===== src/rtl/gray_counter_if.sv =====
// Gray-code output channel: registered code plus valid/ready handshake.
// The counter drives the master side; the Gray-to-binary consumer takes the slave side.
interface gray_counter_if #(
    parameter int WIDTH = 8
);
    logic [WIDTH-1:0] gray_out;
    logic             gray_valid;
    logic             gray_ready;

    modport master (
        output gray_out,
        output gray_valid,
        input  gray_ready
    );

    modport slave (
        input  gray_out,
        input  gray_valid,
        output gray_ready
    );
endinterface


===== src/rtl/gray_counter.sv =====
// Up/down binary counter with registered Gray-code output behind a valid/ready channel.
// Supports load, wrap or saturate at the range ends, and a terminal-count flag.
module gray_counter #(
    parameter int WIDTH = 8,
    parameter bit WRAP  = 1'b1
) (
    input  logic             clk,
    input  logic             rst_n,
    input  logic             en,
    input  logic             up_dn,
    input  logic             load,
    input  logic [WIDTH-1:0] load_val,
    output logic             tc,
    gray_counter_if.master   gif
);

    localparam logic [WIDTH-1:0] ONE  = WIDTH'(1);
    localparam logic [WIDTH-1:0] ZERO = '0;
    localparam logic [WIDTH-1:0] MAX  = '1;

    logic [WIDTH-1:0] cnt_q,  cnt_d;
    logic [WIDTH-1:0] gray_q, gray_d;
    logic             valid_q, valid_d;
    logic             tc_q,    tc_d;
    logic             accept;
    logic             at_end;
    logic [WIDTH-1:0] step_val;
    logic [WIDTH-1:0] wrap_val;

    // A new update may replace the output only once the old one is taken.
    assign accept = !valid_q || gif.gray_ready;

    assign at_end   = up_dn ? (cnt_q == MAX) : (cnt_q == ZERO);
    assign step_val = up_dn ? (cnt_q + ONE) : (cnt_q - ONE);
    assign wrap_val = up_dn ? ZERO : MAX;

    always_comb begin
        cnt_d   = cnt_q;
        valid_d = valid_q;
        tc_d    = tc_q;
        if (accept) begin
            unique case (1'b1)
                load: begin
                    cnt_d   = load_val;
                    valid_d = 1'b1;
                    tc_d    = 1'b0;
                end
                (en && !load): begin
                    valid_d = 1'b1;
                    if (at_end) begin
                        cnt_d = WRAP ? wrap_val : cnt_q;
                        tc_d  = 1'b1;
                    end else begin
                        cnt_d = step_val;
                        tc_d  = 1'b0;
                    end
                end
                default: begin
                    valid_d = 1'b0;
                    tc_d    = 1'b0;
                end
            endcase
        end
    end

    // cnt_d holds when not accepted, so the code tracks it unconditionally.
    assign gray_d = cnt_d ^ (cnt_d >> 1);

    always_ff @(posedge clk) begin
        if (!rst_n) begin
            cnt_q   <= '0;
            gray_q  <= '0;
            valid_q <= 1'b0;
            tc_q    <= 1'b0;
        end else begin
            cnt_q   <= cnt_d;
            gray_q  <= gray_d;
            valid_q <= valid_d;
            tc_q    <= tc_d;
        end
    end

    assign gif.gray_out   = gray_q;
    assign gif.gray_valid = valid_q;
    assign tc             = tc_q;

endmodule


===== src/flat_wrapper.sv =====
// flat-port wrapper written by rule: the top's interface ports become plain ports
module gray_counter_flat 
#(
    parameter int WIDTH = 8,
    parameter bit WRAP  = 1'b1
)
  (clk, rst_n, en, up_dn, load, load_val, tc, gif_gray_out, gif_gray_valid, gif_gray_ready);
  gray_counter_if #(.WIDTH(WIDTH)) gif_i ();
  input  logic clk;
  input  logic rst_n;
  input  logic en;
  input  logic up_dn;
  input  logic load;
  input  logic [WIDTH-1:0] load_val;
  output logic tc;
  output wire logic [$bits(gif_i.gray_out)-1:0] gif_gray_out;
  output wire logic [$bits(gif_i.gray_valid)-1:0] gif_gray_valid;
  input wire logic [$bits(gif_i.gray_ready)-1:0] gif_gray_ready;
  assign gif_gray_out = gif_i.gray_out;
  assign gif_gray_valid = gif_i.gray_valid;
  assign gif_i.gray_ready = gif_gray_ready;
  gray_counter #(.WIDTH(WIDTH), .WRAP(WRAP)) u_core (.clk(clk), .rst_n(rst_n), .en(en), .up_dn(up_dn), .load(load), .load_val(load_val), .tc(tc), .gif(gif_i));
endmodule

===== config.mk =====
export PLATFORM = sky130hd
export DESIGN_NAME = gray_counter_flat
export DESIGN_NICKNAME = d
export VERILOG_FILES = /design/src/rtl/gray_counter_if.sv /design/src/rtl/gray_counter.sv /design/src/flat_wrapper.sv
export SDC_FILE = /design/constraint.sdc
export NUM_CORES = 1
export LEC_CHECK = 0
export ABC_AREA = 1
export CORE_MARGIN = 4
export CORE_UTILIZATION = 54
export DETAILED_ROUTE_END_ITERATION = 10
export PLACE_DENSITY_LB_ADDON = 0.15
export REMOVE_ABC_BUFFERS = 1
export SLEW_MARGIN = 30
export SYNTH_ARGS = -nofsm -noshare
export SYNTH_HDL_FRONTEND = slang
export SYNTH_SLANG_ARGS = --single-unit

===== constraint.sdc =====
create_clock -name clk -period 5 [get_ports clk]
set_input_delay 1.5 -clock clk [delete_from_list [all_inputs] [get_ports clk]]
set_output_delay 1.5 -clock clk [all_outputs]
set_load 0.02 [all_outputs]

; ---- Word-level counts from Yosys, hierarchy flattened
; Cells that the tools add are included.
; Widths: inputs -> output; s select.
[word_totals]
output_inout_bits = 10
register_bits = 18
input_bits = 14
word_cells = 23
[classes]
add_sub_neg = 2
eq_ne = 1
n_mux = 9
bitwise = 1
reduce_logical = 6
[op_table]
columns = operator, n
row1 = $mux 8, 4
row2 = $pmux 8 s2, 1
row3 = $add 8x1->8 const B, 1
row4 = $eq 8x8->1 const B, 1
row5 = $logic_not 8->1, 1
row6 = $sub 8x1->8 const B, 1
row7 = $xor 8x7->8, 1
row8 = $mux 1, 4
row9 = $logic_not 1->1, 2
row10 = $reduce_or 2->1, 1
row11 = $logic_and 1x1->1, 1
row12 = $logic_or 1x1->1, 1

; ---- Logic depth before layout (Yosys ltp)
[logic_depth]
word_depth = 6
ltp_mapped = 15
ltp_nobuf = 15

; ---- Worst setup path after synthesis
; Ideal clock, no wire load.
[synth_path]
kind = input to register
startpoint = input port up_dn
endpoint = register u_core.gray_q[4], in the netlist u_core.gif.gray_out[4]
t_arrival_ns = 2.766
t_required_ns = 4.888
stages = 15
slack_ns = 2.122
setup_ns = 0.112
path_buffers = 0
path_cell_list = inv_1 > ha_1 > nand2_1 > nand2_1 > nor2_1 > xor2_1 > nand2_1 > nand2_1 > nand2_1 > nand2_1 > nand2_2 > inv_2 > nor2_4 > nand2_1 > nand2_1
[synth_between]
elab_chain_cells = 5
elab_cells_between_ends = 7
cone_classes = mux: 6 / bitwise: 1
[synth_rtl]
columns = item, line
row1 = start: declaration, flat_wrapper.sv:12  ; input logic up_dn;
row2 = "$mux 8, or another cell as far along", gray_counter.sv:34  ; assign step_val = up_dn ? (cnt_q + ONE) : (cnt_q - ONE);
row3 = $mux 8 *, gray_counter.sv:50  ; if (at_end) begin
row4 = $pmux 8 s2 *, gray_counter.sv:42  ; unique case (1'b1)
row5 = $mux 8 *, gray_counter.sv:41  ; if (accept) begin
row6 = $xor 8x7->8 *, gray_counter.sv:67  ; assign gray_d = cnt_d ^ (cnt_d >> 1);
row7 = end signal: assignment, gray_counter.sv:77  ; gray_q <= gray_d;
row8 = end: declaration, gray_counter.sv:22  ; logic [WIDTH-1:0] gray_q, gray_d;
; Every way passes the cells marked *; elsewhere a longest branch is shown, timed or not.
; A chain may end at the register's enable or synchronous reset.

; ---- Worst setup path after layout
; Ends and elaborated chain as after synthesis.

==> metrics.yaml <==
tritoncts: "built"
gr-usage-all-layers_pct: 23.2
post-cts-setup-buffer-count: 0
dieWidth_um: 55.1
pin_count_of_the_biggest_net_entering_global_routing: 11
vias: 1293
period_share_pct: 67.7
cell_area_reported_after_detailed_placement_um2: 1450
core.rowCount: 16
crit_fanout: 6
overflow: 0
cap_viol_max_count: 0
design.portCount: 24
cts-hold-fix-buffers: 0
timing.clock.skew_ns: 0.00286
synthToLayoutAreaGrowth_pct: 23.2
unrepaired_setup_endpoints_after_global_routing: "false"
final-max-slew-violation-count: 0
clock_tree.htree_level_count: 1
avgSynthCellArea_um2: 5.99
cp.required_ns: 5.20
total_leakage_power_nw: 0.756
routedWlPerCell_um: 11.8
register_clock_pin_slew_on_the_reported_worst_setup_and_hold_paths_ns: 0.10
vias_per_cell: 5.13
design.die.area_um2: 3040
detail-route-antenna-nets: 0
outcome: "finished clean"
max-clock-path-buffers: 2
drive_above_1_share_pct: 6.22
final_util_pct: 72.3
cts-buffers-inserted: 3
io_buffer_count: 23
worst-slew-pin-transition_ns: 0.395
timing.max_slew.rel_slack_pct: 73.6
holdCritPathClass: "register to register"
firstDrtPassIters: 4
routabilityCongestion: 0.853
core_um2: 2040
cts_resized: 0
max_clock_freq_mhz: 296
syn_inst: 200
yosys.cell_types.count: 26
crit_arrival_ns: 3.58
starting_density_pct: 58.7
grt_pass1_vias: 1199
antenna-diode-count: 0
vdd.ir_drop.worst_v: 0.000245
drc: 0
cts_root_buf: "sky130_fd_sc_hd__clkbuf_4"
finish.instance_area_um2: 1480
yosys_register_bits: 17
number_of_antenna_violations_at_the_first_check_in_global_routing: 0
crit_path_end_kind: "register"
final_hold_viol_count: 0
power.density_cell_area_nw_per_um2: 259
synth.yosys.warnings: 0
postRouteWirelength_um: 2990
netlist_area_um2: 1200
start_kind: "primary input"
insertion_delay_ns: 0.29
die_h_um: 55.1
fillcell_total: 170
final.min_clock_period_ns: 3.38
tritoncts_num_sinks: 17
detailedPlacementHpwl_um: 2450
worst-setup-path-type: "primary input to register"
finalNetCount: 247
dr.first_iter.drc_count: 36
totalNegativeSetupSlack_ns: 0
synth-seq-area-share_pct: 28.4
grt_first_pass_wirelength_um: 5020
setup_viol: 0
final cells by class:
type / count / area, µm² / area share (%)
clock buffer: 4 / 26.3 / 1.78
inverter: 27 / 101 / 6.86
multi-input combinational: 154 / 744 / 50.4
sequential: 17 / 340 / 23.1
tap: 27 / 33.8 / 2.29
timing repair buffer: 23 / 230 / 15.6
worst paths after layout:
kind                              start                                 to  slack (ns)  cells past startpoint
min reg2reg      u_core.tc$_SDFFE_PN0N_             u_core.tc$_SDFFE_PN0N_        0.50                      2
min              u_core.tc$_SDFFE_PN0N_             u_core.tc$_SDFFE_PN0N_        0.50                      2
max reg2reg  u_core.cnt_q[0]$_SDFF_PN0_  u_core.gif.gray_out[4]$_SDFF_PN0_        3.09                     14
max                               up_dn  u_core.gif.gray_out[4]$_SDFF_PN0_        1.62                     16
routing by layer:
layer	global-route usage [%]	share of wire, %	vias up
met1	29.0	44	579
met3	4.83	8.6	2
met4	2.43	0.37	0
li1	-	-	665
met5	0	0	-
met2	42.1	47	47
power by group:
| group | switching, mW | internal, mW |
|---|---|---|
| clock | 0.0434 | 0.0311 |
| combinational | 0.0867 | 0.0617 |
| sequential | 0.00941 | 0.150 |
Yosys cell counts (all sizes together):
cell | number | area share [%]
nand3 | 13 | 5.8
inv | 25 | 7.8
nand2 | 83 | 26
nor2 | 30 | 11
nand4 | 2 | 1.0
a21boi | 2 | 1.6
fa | 1 | 1.7
xor2 | 1 | 0.73
o21bai | 1 | 0.63
ha | 6 | 6.3
dfxtp | 17 | 28
clkinv | 2 | 0.63
a21oi | 7 | 3.2
buf | 2 | 1.0
xnor2 | 1 | 0.73
nor3 | 1 | 0.42
o21ai | 6 | 2.5
cells by family (layout without fill, tap and decap cells):
group,Yosys count,after routing,synth area share [%]
and+or+nand+nor,129,129,44.8
buffers and inverters,29,54,9.50
DFF,17,17,28.4
AOI/OAI and AO/OA,16,16,7.93
adders and majority gates,7,7,7.93
xor gates and xnor gates,2,2,1.46
state kept, by name, summed over array words and instances, names as in the netlist:
name	count
u_core.gif.gray_out	8
u_core.cnt_q	7
u_core.gif.gray_valid	1
u_core.tc	1
layout by cell type (no fill, tap or decap):
| cell | synthesis | layout |
|---|---|---|
| sky130_fd_sc_hd__clkdlybuf4s50_1 | 0 | 23 |
| sky130_fd_sc_hd__dfxtp_1 | 17 | 17 |
| sky130_fd_sc_hd__inv_2 | 2 | 2 |
| sky130_fd_sc_hd__o21ai_0 | 5 | 5 |
| sky130_fd_sc_hd__nand4_1 | 2 | 2 |
| sky130_fd_sc_hd__fa_1 | 1 | 1 |
| sky130_fd_sc_hd__ha_1 | 6 | 6 |
| sky130_fd_sc_hd__nand3_1 | 12 | 12 |
| sky130_fd_sc_hd__inv_1 | 23 | 23 |
| sky130_fd_sc_hd__nor3_1 | 1 | 1 |
| sky130_fd_sc_hd__nand2_1 | 81 | 81 |
| sky130_fd_sc_hd__clkbuf_1 | 0 | 1 |
| sky130_fd_sc_hd__xor2_1 | 1 | 1 |
| sky130_fd_sc_hd__nand3_2 | 1 | 1 |
| sky130_fd_sc_hd__clkinv_1 | 2 | 2 |
| sky130_fd_sc_hd__nand2_2 | 2 | 2 |
| sky130_fd_sc_hd__xnor2_1 | 1 | 1 |
| sky130_fd_sc_hd__clkbuf_4 | 0 | 3 |
| sky130_fd_sc_hd__o21ai_1 | 1 | 1 |
| sky130_fd_sc_hd__a21oi_1 | 6 | 6 |
| sky130_fd_sc_hd__a21oi_2 | 1 | 1 |
| sky130_fd_sc_hd__a21boi_2 | 1 | 1 |
| sky130_fd_sc_hd__nor2_4 | 2 | 2 |
| sky130_fd_sc_hd__nor2_1 | 26 | 26 |
| sky130_fd_sc_hd__nor2_2 | 2 | 2 |
| sky130_fd_sc_hd__o21bai_1 | 1 | 1 |
| sky130_fd_sc_hd__a21boi_1 | 1 | 1 |
through the flow:
stage                     cells  worst slack, ns  power (mW)  hold slack, ns
final                       252             1.62       0.382           0.501
after global routing        252             1.32       0.408           0.565
after CTS                   252             1.62       0.382           0.504
after detailed placement    248             1.31       0.309           0.482
after global placement      248             1.36       0.304           0.472
after floorplan             198             2.12       0.258           0.516
critical path, stage by stage:
cell and delay, ns:
sky130_fd_sc_hd__clkdlybuf4s50_1 0.55, sky130_fd_sc_hd__inv_1 0.16, sky130_fd_sc_hd__ha_1 0.40, sky130_fd_sc_hd__nand2_1 0.11
sky130_fd_sc_hd__nor2_1 0.11, sky130_fd_sc_hd__nand2_1 0.09, sky130_fd_sc_hd__nand3_1 0.08, sky130_fd_sc_hd__nand2_1 0.05
sky130_fd_sc_hd__nand3_1 0.07, sky130_fd_sc_hd__nand2_1 0.06, sky130_fd_sc_hd__nand2_1 0.05, sky130_fd_sc_hd__nand2_1 0.04
sky130_fd_sc_hd__nand2_1 0.13, sky130_fd_sc_hd__inv_1 0.07, sky130_fd_sc_hd__nand2_1 0.07, sky130_fd_sc_hd__nand2_1 0.04
Note: power is estimated with default switching activity, not from simulation.
